## src/rtl/multicore_busarbiter.sv

```systemverilog
// Round-robin time-slice arbiter: one downstream bus shared by NCORES cores.
// Define ARB_SKIP_IDLE_EN so rotation skips cores with no pending request.
module multicore_busarbiter #(
  parameter  int NCORES  = 4,
  parameter  int AW      = 32,
  parameter  int DW      = 32,
  parameter  int QUANTUM = 10,
  localparam int GW      = $clog2(NCORES)
) (
  input  logic                 CLK,
  input  logic                 RST_X,
  input  logic                 init_done,
  input  logic [NCORES-1:0]    core_req,
  input  logic [NCORES-1:0]    core_bnd,
  input  logic [NCORES*AW-1:0] core_addr,
  input  logic [NCORES*DW-1:0] core_wdata,
  input  logic [NCORES-1:0]    core_we,
  input  logic [NCORES-1:0]    core_le,
  output logic [NCORES*DW-1:0] core_rdata,
  output logic [NCORES-1:0]    core_busy,
  output logic [AW-1:0]        s_addr,
  output logic [DW-1:0]        s_wdata,
  output logic                 s_we,
  output logic                 s_le,
  input  logic [DW-1:0]        s_rdata,
  input  logic                 s_busy,
  output logic [GW-1:0]        grant,
  output logic [NCORES-1:0]    grant_oh
);

  typedef enum logic [1:0] {S_RUN, S_WAIT_BND, S_SWITCH, S_SETTLE} state_e;

  localparam int            CW       = 8;
  localparam int            GW1      = GW + 1;
  localparam logic [CW-1:0] CNT_LAST = CW'(QUANTUM - 1);

  state_e            state_q;
  logic [CW-1:0]     cnt_q;
  logic [GW-1:0]     grant_q;
  logic [GW-1:0]     target_q;
  logic [NCORES-1:0] grant_oh_q;
  logic [GW-1:0]     next_d;
  logic              handover;

`ifdef ARB_SKIP_IDLE_EN
  // First requesting core after the owner in cyclic order; the owner itself if none.
  always_comb begin
    logic [GW1-1:0] cand;
    logic           found;
    // NOTE: every combinational output gets a default before any branch, so no latch is inferred.
    next_d = grant_q;
    cand   = '0;
    found  = 1'b0;
    for (int k = 1; k < NCORES; k++) begin
      cand = {1'b0, grant_q} + GW1'(k);
      if (cand >= GW1'(NCORES)) cand = cand - GW1'(NCORES);
      if (!found && core_req[cand[GW-1:0]]) begin
        next_d = cand[GW-1:0];
        found  = 1'b1;
      end
    end
  end
`else
  // Wrap by compare so non-power-of-two core counts never reach an invalid index.
  assign next_d = (grant_q == GW'(NCORES - 1)) ? '0 : grant_q + GW'(1);

  logic unused_req;
  assign unused_req = ^core_req;
`endif

  always_ff @(posedge CLK) begin
    // NOTE: state registers use non-blocking assignments so every register samples pre-edge values.
    if (!RST_X) begin
      state_q    <= S_RUN;
      cnt_q      <= '0;
      grant_q    <= '0;
      target_q   <= '0;
      grant_oh_q <= NCORES'(1);
    end else if (init_done) begin
      case (state_q)
        S_RUN: begin
          if (cnt_q == CNT_LAST) state_q <= S_WAIT_BND;
          else                   cnt_q   <= cnt_q + CW'(1);
        end
        S_WAIT_BND: begin
          if (core_bnd[grant_q] && !s_busy) begin
            if (next_d != grant_q) begin
              target_q <= next_d;
              state_q  <= S_SWITCH;
            end else begin
              state_q <= S_RUN;
              cnt_q   <= '0;
            end
          end
        end
        S_SWITCH: begin
          grant_q    <= target_q;
          grant_oh_q <= NCORES'(1) << target_q;
          state_q    <= S_SETTLE;
        end
        default: begin
          state_q <= S_RUN;
          cnt_q   <= '0;
        end
      endcase
    end
  end

  // Both sides of a hand-over are stalled so nobody samples a half-switched bus.
  assign handover = (state_q == S_SWITCH) || (state_q == S_SETTLE);

  logic [AW-1:0] addr_arr  [NCORES];
  logic [DW-1:0] wdata_arr [NCORES];

  for (genvar i = 0; i < NCORES; i++) begin : g_core
    assign addr_arr[i]             = core_addr[i*AW +: AW];
    assign wdata_arr[i]            = core_wdata[i*DW +: DW];
    assign core_rdata[i*DW +: DW]  = grant_oh_q[i] ? s_rdata : '0;
    assign core_busy[i]            = ~grant_oh_q[i] | handover | s_busy;
  end

  assign s_addr   = addr_arr[grant_q];
  assign s_wdata  = wdata_arr[grant_q];
  assign s_we     = core_we[grant_q];
  assign s_le     = core_le[grant_q];
  assign grant    = grant_q;
  assign grant_oh = grant_oh_q;

endmodule

```

## config.mk

```make
export PLATFORM = sky130hd
export DESIGN_NAME = multicore_busarbiter
export DESIGN_NICKNAME = d
export VERILOG_FILES = /design/src/rtl/multicore_busarbiter.sv
export SDC_FILE = /design/constraint.sdc
export NUM_CORES = 1
export LEC_CHECK = 0
export CORE_AREA = 2 2 201 203
export DETAILED_ROUTE_END_ITERATION = 8
export DIE_AREA = 0 0 203 205
export SETUP_SLACK_MARGIN = 0.4
export SLEW_MARGIN = 10
export SYNTH_ARGS = -nofsm -noshare
export SYNTH_HDL_FRONTEND = slang
export SYNTH_SLANG_ARGS = --single-unit
```

## constraint.sdc

```tcl
create_clock -name CLK -period 3.28 [get_ports CLK]
set_clock_uncertainty 0.1 [all_clocks]
set_input_delay 0.984 -clock CLK [delete_from_list [all_inputs] [get_ports CLK]]
set_output_delay 0.984 -clock CLK [all_outputs]
set_load 0.02 [all_outputs]
```

======== After elaboration in Yosys (flattened, before gate mapping) ========
Cells that the tools add are included.
storage, ports and cells
  register bits after elaboration ......... 18
  input bits .............................. 308
  output and inout port bits .............. 204
cells by class
  add/sub/neg operators ................... 2
  order comparisons ....................... 2
  eq/ne operators ......................... 10
  shift operators ......................... 1
  muxes and demuxes ....................... 25
  bitwise operators ....................... 14
  reductions and logical operators ........ 8
operator list
  cell                 number
  $mux 32              8
  $bmux 32 s2          2
  $mux 8               3
  $pmux 8 s3           1
  $add 8x1->8 const B  1
  $eq 8x4->1 const B   1
  $mux 2               4
  $ne 2x2->1 const B   4
  $or 1x1->1           8
  $bmux 1 s2           3
  $eq 2x2->1 const B   3
  $pmux 2 s3           1
  $not 1->1            5
  $reduce_and 5->1     1
  $reduce_and 4->1     1
  $shl 1x2->4 const A  1
  $ge 3x3->1 const B   1
  $lt 2x3->1 const B   1
  $mux 1               3
  $not 2->3            1
  $reduce_and 3->1     1
  $add 2x1->2 const B  1
  $eq 2x1->1 const B   1
  $logic_not 2->1      1
  other kinds (5)      5

======== Depth between registers and ports, before layout ========
Gate-level depths: netlist of run 1.
  word-level depth ........................ 6
  gate-level depth with buffers ........... 7
  gate-level depth less buffers ........... 7

======== Worst setup path before layout of run 1 ========
OpenSTA, ideal clock, no wires.
  kind .................................... reg2out
  start ................................... register grant_q[0], in the netlist grant[0]
  end ..................................... output port s_wdata[13]
  arrival time ............................ 1,838 ps
  slack ................................... 358 ps
  stages on the path, launching flop included .. 5
  path buffers ............................ 3
  cell sequence ........................... dfxtp_1 buf_4 buf_2 buf_2 mux4_2
between the ends
  word-level cells in the longest chain between the ends .. 4
ends and longest elaborated chain
  what                                         line  source
  from (decl)                                  39    logic [GW-1:0] grant_q;
  from (signal assigned)                       97    grant_q <= target_q;
  $not 2->3 (implied by the code)              123   assign s_wdata = wdata_arr[grant_q];
  $bmux 32 s2                                  123
  $mux 32 (implied by the code) (2 in series)  123
  to (decl)                                    22    output logic [DW-1:0] s_wdata,
No other way between the ends. The select of a mux whose other input is x is not followed.

======== Worst setup path after layout of run 1 ========
  start ................................... input port core_wdata[124]
  end ..................................... output port s_wdata[28]
between the ends
  word-level cells in the longest chain between the ends .. 3
ends and longest elaborated chain
  what                                         line  source
  from (decl)                                  16    input logic [NCORES*DW-1:0] core_wdata,
  $bmux 32 s2                                  123
  $mux 32 (implied by the code) (2 in series)  123
No other way between the ends. The select of a mux whose other input is x is not followed.

==> impl_metrics.sql, run 1 <==
INSERT INTO impl_metrics (metric_group, metric, value, unit) VALUES
('placement', 'place_hpwl', '24700', 'um'),
('floorplan', 'boundary_pin_count', '512', ''),
('floorplan', 'core.rowCount', '73', ''),
('synthesis', 'synthAdderAreaFrac', '0.0110', ''),
('placement', 'buffer_ports.inserted', '507', ''),
('timing', 'period_needed', '2.88', 'ns'),
('cts', 'cts-htree-levels', '1', ''),
('floorplan', 'fp.dieW', '203', 'um'),
('power', 'ir_worst_vdd', '210', 'uV'),
('grt', 'grt_pass1_wl', '36800', 'um'),
('cts', 'ctsLongestPathBuffers', '2', ''),
('outcome', 'outcome', 'finished, final reports clean', ''),
('routing', 'via_count', '4772', ''),
('critical_path', 'reg2regPathDepth', '8', ''),
('job', 'max_cap_viols', '0', ''),
('critical_path', 'rrSetupSlack', '0.80', 'ns'),
('finish', 'final_net_count', '1145', ''),
('timing', 'timing.max_slew.rel_slack', '0.584', ''),
('critical_path', 'reg2reg_from', 'grant[1]$_SDFFE_PN0P_', ''),
('routing', 'route.detailed.wl_per_inst', '20.8', 'um'),
('grt', 'antenna_found_initial', '2', ''),
('critical_path', 'timing.critical_path.from_type', 'primary input', ''),
('timing', 'max_clock_freq', '348', 'MHz'),
('grt', 'grt_pass1_vias', '4735', ''),
('finish', 'final_core_util', '0.209', ''),
('cts', 'clk_pin_slew', '0.05', 'ns'),
('timing', 'timing.hold.ws', '0.396', 'ns'),
('cts', 'clock_latency', '0.25', 'ns'),
('critical_path', 'cp_data_required_time', '2.20', 'ns'),
('placement', 'dp_slack', '-0.353', 'ns'),
('grt', 'grt_start_max_net_pins', '36', ''),
('grt', 'grt-ovfl-total', '0', ''),
('routing', 'drtPass1Iterations', '4', ''),
('power', 'cellLeakagePower', '3.73', 'nW'),
('critical_path', 'crit_start', 'core_wdata[124]', ''),
('synthesis', 'netlist_area', '3420', 'sq um'),
('synthesis', 'synth_edf_count', '0', ''),
('finish', 'final_common_cell', 'sky130_fd_sc_hd__clkbuf_2', ''),
('timing', 'layout_worst_path_cycle_share', '0.877', ''),
('synthesis', 'synth-simple-area-share', '0.323', ''),
('critical_path', 'cp-endpoint', 's_wdata[28]', ''),
('routing', 'route.final.wire_length', '28200', 'um'),
('routing', 'detail_route.iter0.violations', '319', ''),
('synthesis', 'synth_compound_area_frac', '0.0629', ''),
('timing', 'setup_viol', '0', ''),
('synthesis', 'synth-main-ff-cell', 'sky130_fd_sc_hd__dfxtp_1', ''),
('synthesis', 'synthXorXnorAreaFrac', '0.00256', ''),
('synthesis', 'synth_mux_area_frac', '0.453', ''),
('placement', 'routabilityCongestion', '0.796', ''),
('synthesis', 'async_reset_ff_frac', '0', ''),
('timing', 'timing_worst_slew_pin_value', '0.622', 'ns'),
('floorplan', 'floorplan.initialDensity', '0.0869', ''),
('routing', 'vias_per_cell', '3.51', ''),
('synthesis', 'synthesis.nets', '646', ''),
('floorplan', 'placeableCoreArea', '39400', 'sq um'),
('timing', 'postLayoutSetupSlackWorst', '0.404', 'ns'),
('timing', 'report.final.slew_viol_count', '0', ''),
('cts', 'cts_tree', 'done', ''),
('synthesis', 'postSynthAreaPerCell', '10.2', 'sq um'),
('cts', 'cts_num_sinks', '18', ''),
('synthesis', 'ys_types', '41', ''),
('critical_path', 'path_max_fanout', '1', ''),
('timing', 'setup_tns', '0', 'ns'),
('synthesis', 'synth_top_family_by_area', 'multiplexers', ''),
('floorplan', 'die_h', '205', 'um'),
('synthesis', 'yosysWarningCount', '0', ''),
('critical_path', 'category_of_the_worst_setup_path_capture_point', 'output pin', ''),
('synthesis', 'synthCells', '335', ''),
('routing', 'drc', '0', ''),
('finish', 'proportion_of_layout_cells_with_a_drive_suffix_above_1', '0.550', ''),
('cts', 'clockRootBuffer', 'sky130_fd_sc_hd__clkbuf_16', '');
[power breakdown]
| group | leakage [nW] | switching, mW | internal (mW) |
|---|---|---|---|
| Combinational | 3.55 | 0.267 | 0.350 |
| Clock | 0.0385 | 0.0830 | 0.162 |
| Sequential | 0.147 | 0.00223 | 0.219 |
[cell usage after synthesis, drive strengths merged (5+ instances only)]
master,instances,area (sq um)
a21boi,5,37.5
clkbuf,18,67.6
a21oi,6,33.8
or3,5,31.3
o21ai,8,40.0
mux4,66,1490
dfxtp,18,360
nand3,5,25.0
nand2,8,30.0
and2,129,807
buf,13,63.8
nor2b,10,62.6
[state kept, by name, indices dropped and copies added, names as in the netlist]
| name | cells |
|---|---|
| grant_oh | 4 |
| grant | 2 |
| cnt_q | 8 |
| target_q | 2 |
| state_q | 2 |
[worst min path at each step]
stage | endpoint | depth (start not counted)
floorplan | cnt_q[1]$_SDFFE_PN0P_ | 2
CTS | cnt_q[1]$_SDFFE_PN0P_ | 2
global route | cnt_q[6]$_SDFFE_PN0P_ | 2
detailed placement | cnt_q[1]$_SDFFE_PN0P_ | 2
global placement | cnt_q[1]$_SDFFE_PN0P_ | 2
finish | cnt_q[1]$_SDFFE_PN0P_ | 2
[metal layers]
layer	up-vias	GRT usage	wire (um)
met5	-	0	13
met4	2	0.00965	180
li1	2251	-	-
met1	2292	0.154	11300
met3	12	0.0605	3230
met2	215	0.201	13500
[timing repair]
action / in CTS / in global routing
setup buffers: 2 / 0
gates cloned: 0 / 0
pin swaps: 0 / 1
resized for setup: 1089 / 437
hold buffers: 0 / 0
setup endpoints to repair: 198 / 129
[stage by stage]
stage               total power [mW]  cells  cell area (sq um)
floorplan                      0.412    335               3430
global placement               0.970   1352               9150
detailed placement             0.973   1352               9150
CTS                             1.12   1358               8730
global route                    1.15   1359               8210
finish                          1.08   1359               8210
[critical path: stages]
cell	delay (ns)
sky130_fd_sc_hd__buf_6	0.09
sky130_fd_sc_hd__mux4_2	0.53
sky130_fd_sc_hd__buf_8	0.18
[cell families after synthesis]
| group | count (synthesis) |
|---|---|
| XOR/XNOR | 1 |
| buffers and inverters | 35 |
| flip-flops | 18 |
| AO/OA/AOI/OAI | 29 |
| multiplexers | 72 |
| AND/OR/NAND/NOR | 177 |
| adder cells (fa/ha/maj) | 3 |
[cell type report]
| class | instances | area [sq um] |
|---|---|---|
| multi-input cells | 282 | 2920 |
| flip-flops and latches | 18 | 368 |
| clock inverters | 1 | 3.75 |
| inverters | 4 | 15.0 |
| repair buffers | 525 | 4170 |
| diodes | 1 | 2.50 |
| well taps | 525 | 657 |
| fillers | 4448 | 31200 |
| clock buffers | 3 | 75.1 |
Note: power is estimated with default switching activity, not from simulation.
==> run 2: changes to the inputs <==
--- a/config.mk
+++ b/config.mk
@@ -5,6 +5,7 @@
 export SDC_FILE = /design/constraint.sdc
 export NUM_CORES = 1
 export LEC_CHECK = 0
+export CAP_MARGIN = 30
 export CORE_AREA = 2 2 201 203
 export DETAILED_ROUTE_END_ITERATION = 8
 export DIE_AREA = 0 0 203 205
==> constraint.sdc (replaced) <==
create_clock -name CLK -period 3.3 [get_ports CLK]
set_clock_uncertainty 0.1 [all_clocks]
set_input_delay 0.99 -clock CLK [delete_from_list [all_inputs] [get_ports CLK]]
set_output_delay 0.99 -clock CLK [all_outputs]
set_load 0.02 [all_outputs]
==> impl_metrics.sql, run 2 (synthesis gave the netlist of run 1 again) <==
INSERT INTO impl_metrics (metric_group, metric, value, unit) VALUES
('grt', 'grt_start_max_net_pins', '36', ''),
('finish', 'final_common_cell', 'sky130_fd_sc_hd__and2_1', ''),
('floorplan', 'floorplan.initialDensity', '0.0869', ''),
('grt', 'grt-ovfl-total', '0', ''),
('critical_path', 'cpPeakStageDelay', '0.47', 'ns'),
('critical_path', 'path_max_fanout', '1', ''),
('finish', 'largest_register_ff_count', '8', ''),
('timing', 'timing.max_slew.rel_slack', '0.604', ''),
('routing', 'route.final.wire_length', '28500', 'um'),
('critical_path', 'cp_data_arrival_time', '1.81', 'ns'),
('power', 'power_per_cell_area', '129', 'nW/um^2'),
('grt', 'grt_use_total', '0.123', ''),
('critical_path', 'slowest_stage', 'sky130_fd_sc_hd__mux4_2', ''),
('floorplan', 'placeableCoreArea', '39400', 'sq um'),
('routing', 'vias_per_cell', '3.55', ''),
('timing', 'postLayoutSetupSlackWorst', '0.402', 'ns'),
('critical_path', 'cp_cell_sequence', 'clkdlybuf4s15_2 > mux4_2 > buf_6', ''),
('finish', 'synthToLayoutAreaGrowth', '148', '%'),
('finish', 'top_register_by_number_of_flip_flops', 'cnt_q', ''),
('grt', 'grt_pass1_vias', '4908', ''),
('placement', 'buffer_ports.inserted', '507', ''),
('floorplan', 'boundary_pin_count', '512', ''),
('timing', 'timing_worst_slew_pin_value', '0.592', 'ns'),
('placement', 'place_hpwl', '24600', 'um'),
('critical_path', 'worst-path-buf-inv', '2', ''),
('routing', 'route.detailed.wl_per_inst', '20.8', 'um'),
('routing', 'detail_route.iter0.violations', '265', ''),
('grt', 'grt_pass1_wl', '37100', 'um'),
('finish', 'antennaDiodeCount', '0', ''),
('timing', 'setup_viol', '0', ''),
('timing', 'max_clock_freq', '345', 'MHz'),
('grt', 'antenna_found_initial', '0', ''),
('timing', 'timing.hold.ws', '0.385', 'ns'),
('finish', 'final_net_count', '1159', ''),
('routing', 'drc', '0', ''),
('cts', 'ctsLongestPathBuffers', '2', ''),
('timing', 'report.final.hold_viol_count', '0', ''),
('cts', 'cts_num_sinks', '18', ''),
('cts', 'cts_tree', 'done', ''),
('cts', 'clk_pin_slew', '0.05', 'ns'),
('critical_path', 'category_of_the_worst_setup_path_capture_point', 'output pin', ''),
('cts', 'cts-htree-levels', '1', ''),
('power', 'cellLeakagePower', '3.83', 'nW'),
('placement', 'dp_slack', '-0.380', 'ns'),
('floorplan', 'core.rowCount', '73', ''),
('placement', 'dpl.cell_count', '1355', ''),
('cts', 'clockRootBuffer', 'sky130_fd_sc_hd__clkbuf_16', ''),
('floorplan', 'fp.dieW', '203', 'um'),
('cts', 'tritoncts.num_buffers', '3', ''),
('worst_hold_path', 'hp-class', 'reg2reg', ''),
('power', 'ir_worst_vdd', '172', 'uV'),
('timing', 'layout_worst_path_cycle_share', '0.878', ''),
('finish', 'instances_no_fill', '1372', ''),
('floorplan', 'die_area', '41600', 'sq um'),
('timing', 'setup_repair_after_global_routing_missed_its_margin', 'yes', ''),
('cts', 'clock_latency', '0.25', 'ns'),
('finish', 'proportion_of_layout_cells_with_a_drive_suffix_above_1', '0.530', ''),
('cts', 'cts-hold-fix-buffers', '0', ''),
('finish', 'filler_cell_count', '4358', ''),
('placement', 'routabilityCongestion', '0.797', ''),
('critical_path', 'timing.critical_path.from_type', 'primary input', ''),
('timing', 'report.final.slew_viol_count', '0', ''),
('timing', 'period_needed', '2.90', 'ns'),
('critical_path', 'cp_data_required_time', '2.21', 'ns'),
('routing', 'ant_nets_after_route', '0', ''),
('finish', 'commonest_cells_after_routing_fill_and_taps_aside', 'sky130_fd_sc_hd__and2_1 (127), sky130_fd_sc_hd__clkbuf_2 (126), sky130_fd_sc_hd__clkdlybuf4s15_1 (113)', ''),
('critical_path', 'cp_class', 'in2out', ''),
('critical_path', 'family_with_the_most_delay_on_the_worst_path', 'multiplexers', ''),
('floorplan', 'die_h', '205', 'um'),
('outcome', 'outcome', 'finished, final reports clean', ''),
('routing', 'via_count', '4876', ''),
('job', 'max_cap_viols', '0', ''),
('timing', 'setup_tns', '0', 'ns'),
('routing', 'drtPass1Iterations', '4', '');
==> run 2: stage by stage <==
step	power, mW	area (sq um)	util
finish	1.10	8480	0.215
global route	1.15	8480	0.215
CTS	1.12	8860	0.225
detailed placement	0.971	9180	0.233
global placement	0.966	9180	0.233
floorplan	0.409	3420	-
==> run 2: final cells by class <==
class | count | area [sq um] | area share
Clock buffer | 3 | 75.1 | 0.00885
Tap cell | 525 | 657 | 0.0775
Sequential cell | 18 | 368 | 0.0434
Inverter | 4 | 15.0 | 0.00177
Clock inverter | 1 | 3.75 | 0.000443
Timing Repair Buffer | 539 | 4440 | 0.524
Multi-Input combinational cell | 282 | 2920 | 0.344
==> run 2: what timing repair did <==
item,CTS,global route
setup buffers,4,8
resized for setup,1088,435
pin swaps,0,1
endpoints found under the setup margin,198,134
gates cloned,0,1
==> run 2: metal layers <==
layer | GRT usage | vias to the layer above | share of wire
li1 | - | 2282 | -
met1 | 0.149 | 2342 | 0.38
met2 | 0.208 | 242 | 0.48
met3 | 0.0600 | 10 | 0.13
met4 | 0.00600 | 0 | 0.0076
met5 | 0 | - | 0
==> run 2: final timing paths <==
check                              from  slack (ns)                    end  cells after the start
setup / recovery         core_wdata[87]        0.40            s_wdata[23]                      3
hold reg to reg   cnt_q[1]$_SDFFE_PN0P_        0.38  cnt_q[1]$_SDFFE_PN0P_                      2
setup reg to reg  grant[1]$_SDFFE_PN0P_        1.05  cnt_q[1]$_SDFFE_PN0P_                      8
hold / removal    cnt_q[1]$_SDFFE_PN0P_        0.38  cnt_q[1]$_SDFFE_PN0P_                      2
==> run 2: power by group <==
part	internal, mW	switching (mW)
registers	0.218	0.00217
clock network	0.161	0.0858
logic	0.361	0.269
==> run 2: worst register-to-register path: cells and delay by family (launching register included) <==
family,cells,cell delay [ns]
AO/OA/AOI/OAI,3,0.57
flip-flops,1,0.36
XOR/XNOR,1,0.19
buffers and inverters,2,0.31
adder cells (fa/ha/maj),1,0.31
AND/OR/NAND/NOR,1,0.34
